===== src/rtl/mc_controller_pkg.sv =====
// Shared CPU definitions for the multicycle controller: FSM states, ALU op
// codes, immediate formats and the opcode constants the decoder recognises.
package mc_controller_pkg;

  typedef enum logic [3:0] {
    ST_FETCH,
    ST_DECODE,
    ST_MEMADR,
    ST_MEMREAD,
    ST_MEMWB,
    ST_MEMWRITE,
    ST_EXECUTER,
    ST_EXECUTEI,
    ST_ALUWB,
    ST_BEQ,
    ST_JAL
  } state_e;

  typedef enum logic [1:0] {
    ALUOP_ADD   = 2'b00,
    ALUOP_SUB   = 2'b01,
    ALUOP_FUNCT = 2'b10
  } aluop_e;

  typedef enum logic [1:0] {
    IMM_I = 2'b00,
    IMM_S = 2'b01,
    IMM_B = 2'b10,
    IMM_J = 2'b11
  } immsrc_e;

  localparam logic [6:0] OP_LOAD   = 7'b0000011;
  localparam logic [6:0] OP_STORE  = 7'b0100011;
  localparam logic [6:0] OP_RTYPE  = 7'b0110011;
  localparam logic [6:0] OP_ITYPE  = 7'b0010011;
  localparam logic [6:0] OP_BRANCH = 7'b1100011;
  localparam logic [6:0] OP_JAL    = 7'b1101111;

  function automatic logic is_known_op(input logic [6:0] op);
    return (op == OP_LOAD)  || (op == OP_STORE)  || (op == OP_RTYPE) ||
           (op == OP_ITYPE) || (op == OP_BRANCH) || (op == OP_JAL);
  endfunction

endpackage


===== src/rtl/mc_controller_immdec.sv =====
// Immediate-format decode from the opcode; purely combinational, independent
// of controller state.
module immdec
  import mc_controller_pkg::*;
(
  input  logic [6:0] op_i,
  output logic [1:0] imm_src_o
);

  immsrc_e imm_src;

  always_comb begin
    imm_src = IMM_I;
    case (op_i)
      OP_STORE:  imm_src = IMM_S;
      OP_BRANCH: imm_src = IMM_B;
      OP_JAL:    imm_src = IMM_J;
      default:   imm_src = IMM_I;
    endcase
  end

  assign imm_src_o = imm_src;

endmodule


===== src/rtl/mc_controller.sv =====
// Multicycle RISC-V main controller: Moore FSM sequencing fetch, decode,
// memory, execute and writeback, plus branch-qualified PC write.
module mc_controller
  import mc_controller_pkg::*;
(
  input  logic       clk,
  input  logic       resetn,
  input  logic [6:0] op,
  input  logic       Zero,
  input  logic       MemReady,
  output logic       PCWrite,
  output logic       AdrSrc,
  output logic       MemWrite,
  output logic       IRWrite,
  output logic       RegWrite,
  output logic [1:0] ResultSrc,
  output logic [1:0] ALUSrcA,
  output logic [1:0] ALUSrcB,
  output logic [1:0] ALUOp,
  output logic [1:0] ImmSrc,
  output logic       IllegalOp
);

  state_e state_q, state_d;

  logic   pc_update, branch, mem_write, ir_write, reg_write;
  aluop_e alu_op;

  always_ff @(posedge clk or negedge resetn) begin
    if (!resetn) state_q <= ST_FETCH;
    else         state_q <= state_d;
  end

  always_comb begin
    state_d = state_q;
    case (state_q)
      ST_FETCH:    if (MemReady) state_d = ST_DECODE;
      ST_DECODE: begin
        case (op)
          OP_LOAD, OP_STORE: state_d = ST_MEMADR;
          OP_RTYPE:          state_d = ST_EXECUTER;
          OP_ITYPE:          state_d = ST_EXECUTEI;
          OP_BRANCH:         state_d = ST_BEQ;
          OP_JAL:            state_d = ST_JAL;
          default:           state_d = ST_FETCH;
        endcase
      end
      ST_MEMADR:   state_d = (op == OP_LOAD) ? ST_MEMREAD : ST_MEMWRITE;
      ST_MEMREAD:  if (MemReady) state_d = ST_MEMWB;
      ST_MEMWRITE: if (MemReady) state_d = ST_FETCH;
      ST_EXECUTER, ST_EXECUTEI, ST_JAL: state_d = ST_ALUWB;
      default:     state_d = ST_FETCH;
    endcase
  end

  always_comb begin
    pc_update = 1'b0;
    branch    = 1'b0;
    AdrSrc    = 1'b0;
    mem_write = 1'b0;
    ir_write  = 1'b0;
    reg_write = 1'b0;
    ResultSrc = '0;
    ALUSrcA   = '0;
    ALUSrcB   = '0;
    alu_op    = ALUOP_ADD;
    case (state_q)
      ST_FETCH: begin
        ir_write  = MemReady;
        pc_update = MemReady;
        ALUSrcB   = 2'b10;
        ResultSrc = 2'b10;
      end
      ST_DECODE:   begin ALUSrcA = 2'b01; ALUSrcB = 2'b01; end
      ST_MEMADR:   begin ALUSrcA = 2'b10; ALUSrcB = 2'b01; end
      ST_MEMREAD:  AdrSrc = 1'b1;
      ST_MEMWB:    begin ResultSrc = 2'b01; reg_write = 1'b1; end
      ST_MEMWRITE: begin AdrSrc = 1'b1; mem_write = 1'b1; end
      ST_EXECUTER: begin ALUSrcA = 2'b10; alu_op = ALUOP_FUNCT; end
      ST_EXECUTEI: begin ALUSrcA = 2'b10; ALUSrcB = 2'b01; alu_op = ALUOP_FUNCT; end
      ST_ALUWB:    reg_write = 1'b1;
      ST_BEQ:      begin ALUSrcA = 2'b10; alu_op = ALUOP_SUB; branch = 1'b1; end
      ST_JAL:      begin ALUSrcA = 2'b01; ALUSrcB = 2'b10; pc_update = 1'b1; end
      default: ;
    endcase
  end

  // Strobes are gated by resetn directly so they stay low for the whole
  // reset pulse, even though FETCH would otherwise follow MemReady.
  assign PCWrite   = resetn & (pc_update | (branch & Zero));
  assign IRWrite   = resetn & ir_write;
  assign MemWrite  = resetn & mem_write;
  assign RegWrite  = resetn & reg_write;
  assign IllegalOp = resetn & (state_q == ST_DECODE) & ~is_known_op(op);
  assign ALUOp     = alu_op;

  immdec u_immdec (
    .op_i      (op),
    .imm_src_o (ImmSrc)
  );

endmodule


===== config.mk =====
export PLATFORM = sky130hd
export DESIGN_NAME = mc_controller
export DESIGN_NICKNAME = d
export VERILOG_FILES = /design/src/rtl/mc_controller_pkg.sv /design/src/rtl/mc_controller_immdec.sv /design/src/rtl/mc_controller.sv
export SDC_FILE = /design/constraint.sdc
export NUM_CORES = 1
export LEC_CHECK = 0
export BUFFER_PORTS_ARGS = -buffer_cell sky130_fd_sc_hd__buf_4
export CAP_MARGIN = 20
export CORE_MARGIN = 3
export CORE_UTILIZATION = 30
export DETAILED_ROUTE_END_ITERATION = 12
export SLEW_MARGIN = 10
export SYNTH_ARGS = -nofsm -noshare
export SYNTH_HDL_FRONTEND = slang
export SYNTH_SLANG_ARGS = --single-unit

===== constraint.sdc =====
create_clock -name clk -period 1.42 [get_ports clk]
set_input_delay 0.426 -clock clk [delete_from_list [all_inputs] [get_ports clk]]
set_output_delay 0.426 -clock clk [all_outputs]
set_load 0.005 [all_outputs]

==> impl_metrics.env <==
export IMPL_synthTopCellsByArea="dfrtp_1 (19%), nor2_1 (9.1%), nor3_1 (5.6%)"
export IMPL_yosys_area_top_type="dfrtp_1"
export IMPL_largest_register="state_q"
export IMPL_yosysTopAreaCellShare=0.186
export IMPL_dp_slack_ns=-0.326
export IMPL_dp_hpwl_um=1480
export IMPL_end_kind="output pin"
export IMPL_initial_core_util=0.338
export IMPL_fp_dieW_um=48.4
export IMPL_cts_sinks=4
export IMPL_fin_nets=160
export IMPL_fp_dieH_um=48.4
export IMPL_tightest_slew_ns=0.301
export IMPL_combPwrFrac=0.601
export IMPL_p_seq_frac=0.184
export IMPL_rsz0062_at_grt="yes"
export IMPL_die_area_um2=2340
export IMPL_cts_tree="done"
export IMPL_place_gp_congestion=0.785
export IMPL_drive_gt1_frac=0.776
export IMPL_r2r_end="state_q[3]"
export IMPL_cp_startpoint="state_q[0]"
export IMPL_stdcell_count=171
export IMPL_crit_end="PCWrite"
export IMPL_start_kind="register"
export IMPL_drc=0
export IMPL_hold_class="input port to async pin"
export IMPL_pwr_share_clk=0.215
export IMPL_hold_viol=0
export IMPL_finalSetupViolCount=17
export IMPL_worstSkewPairLatency_ns=0.25
export IMPL_critPathRequiredTime_ns=0.99
export IMPL_ant_nets=0
export IMPL_clock_path_buffers=2
export IMPL_sw_frac_of_total=0.346
export IMPL_ys_ff_latch=4
export IMPL_multi_input_area_um2=619
export IMPL_p_int_w=0.000451
export IMPL_synth_distinct_cells=33
export IMPL_r2r_cells=8
export IMPL_num_vias=950
export IMPL_antenna_found_initial=0
export IMPL_worstReg2RegStart="state_q[0]"
export IMPL_clk_pin_slew_worst_paths_ns=0.04
export IMPL_grt_pass1_wl_um=3750
export IMPL_grt_max_degree=12
export IMPL_reg2reg_slack_ns=-0.06
export IMPL_violations="negative setup slack"
export IMPL_io_pins=27
export IMPL_cts_root_buffer="clkbuf_4"
export IMPL_grt_overflow=0
export IMPL_synth_nets=89
export IMPL_syn_inst=78
export IMPL_drt_iter0_markers=31
export IMPL_ys_seq_area_frac=0.186
export IMPL_cts_hold_fix_buffers=0
export IMPL_finalCriticalPeriod_ns=1.96
export IMPL_placed_cells=154
export IMPL_port_buffer_count=26
export IMPL_maxCapViolations=0
export IMPL_syn_area_per_cell_um2=6.90
export IMPL_dr_pass1_iters=4
export IMPL_hold_ws_ns=0.0886
export IMPL_fin_ws_ns=-0.541
export IMPL_critPathKind="register to output pin"
export IMPL_n_fill_cell=64
export IMPL_rows=14
export IMPL_fmax_mhz=510
export IMPL_path_max_fanout=2
export IMPL_num_antenna_cells=0
export IMPL_p_switching_w=0.000239
export IMPL_numCtsBuffers=3
export IMPL_syn_area_um2=538
export IMPL_coreArea_um2=1590
export IMPL_critPathArrivalTime_ns=1.54
export IMPL_tns_ns=-6.37
export IMPL_finalWirelength_um=2940
export IMPL_status="finished, violations left"
export IMPL_clock_skew_ns=0.00897
export IMPL_syn_to_final_growth_pct=165
export IMPL_grt_usage=0.200
export IMPL_htreeDepth=1
export IMPL_yosys_warnings=0
export IMPL_regArea_um2=103
export IMPL_min_period_over_period=1.38
export IMPL_grt_pass1_vias=865
export IMPL_largest_register_ffs=4
export IMPL_relSlewSlack=0.799
export IMPL_wl_per_cell_um=17.2
export IMPL_viasPerCell=5.56
export IMPL_reg_top3="state_q: 4 flops"
export IMPL_power_density_nw_per_um2=484
export IMPL_ir_worst_vdd_v=0.000504
export IMPL_p_leak_nw=0.632
export IMPL_drv_slew=0
==> worst min path at each step <==
stage                             to  cells past startpoint
after floorplan           state_q[0]                      0
after detailed placement  state_q[3]                      2
after CTS                 state_q[3]                      2
after global placement    state_q[3]                      2
after global routing      state_q[3]                      2
final                     state_q[3]                      2
==> synthesized netlist by cell type (all sizes together) <==
| master | count |
|---|---|
| nor3 | 6 |
| nand2b | 4 |
| nor2b | 3 |
| xnor2 | 1 |
| nor4 | 2 |
| a221oi | 1 |
| inv | 2 |
| a211oi | 2 |
| nand3b | 2 |
| nor2 | 13 |
| a32o | 1 |
| nor3b | 1 |
| o22ai | 1 |
| a21oi | 4 |
| clkbuf | 2 |
| buf | 4 |
| o211ai | 1 |
| nand2 | 7 |
| o21ai | 2 |
| and3 | 1 |
| o21bai | 2 |
| a31oi | 2 |
| mux2i | 1 |
| a311oi | 1 |
| nand4 | 3 |
| nand3 | 1 |
| a21o | 1 |
| dfrtp | 4 |
| nor4b | 1 |
| xor2 | 2 |
==> cells by family (layout without fill, tap and decap cells) <==
kind of cell,after synthesis,count (layout),share of synthesized area
AND/OR/NAND/NOR,44,44,0.453
AO/OA/AOI/OAI,18,18,0.226
buffers and inverters,8,77,0.0674
flip-flops,4,4,0.186
XOR/XNOR,3,3,0.0488
multiplexers,1,1,0.0186
==> through the flow <==
| stage | util | power, W | area (um2) |
|---|---|---|---|
| final | 0.893 | 0.000689 | 1420 |
| after global routing | 0.893 | 0.000722 | 1420 |
| after CTS | 0.743 | 0.000591 | 1180 |
| after detailed placement | 0.617 | 0.000384 | 983 |
| after global placement | 0.617 | 0.000380 | 983 |
| after floorplan | - | 0.000227 | 549 |
==> worst max-delay path, stage by stage (launching register included) <==
cell,delay [ns]
dfrtp_1,0.39
buf_6,0.14
nor4_4,0.29
and3_1,0.23
o21bai_1,0.11
buf_4,0.13
==> routing by layer <==
layer | share of wire | vias to the layer above | track usage
met1 | 0.36 | 449 | 0.196
li1 | - | 425 | -
met5 | 0 | - | 0
met2 | 0.52 | 62 | 0.392
met4 | 0.042 | 0 | 0.0664
met3 | 0.079 | 14 | 0.0613
==> layout by cell type, fill, tap and decap left out, types with 3 or more instances in the layout <==
cell / Yosys / routed
nor2_1: 13 / 5
nor2_4: 0 / 4
nand4_1: 3 / 3
buf_4: 0 / 49
buf_6: 0 / 19
nand2_1: 7 / 3
nor2_2: 0 / 4
clkbuf_4: 0 / 3
nor3_2: 0 / 4
==> area by class of cell <==
cell class | instances | share of cell area
repair buffers | 72 | 0.451
multi-input cells | 66 | 0.435
flip-flops and latches | 4 | 0.0721
well taps | 24 | 0.0211
clock buffers | 3 | 0.0158
inverters | 2 | 0.00527
==> power groups by stage <==
stage	Clock (W)	Combinational (W)	Sequential, W
after global placement	0	0.000255	0.000125
after floorplan	0	0.0000989	0.000129
final	0.000148	0.000414	0.000127
after CTS	0.000141	0.000324	0.000125
after detailed placement	0	0.000259	0.000125
after global routing	0.000160	0.000435	0.000127
==> repair_timing <==
| item | in CTS | in global routing |
|---|---|---|
| setup endpoints to repair | 17 | 20 |
| buffers inserted | 5 | 10 |
| endpoints found under the hold margin | 0 | 0 |
| pin swaps | 8 | 17 |
| gates resized for setup | 32 | 41 |
No activity file was read; power rests on OpenSTA's default activity.
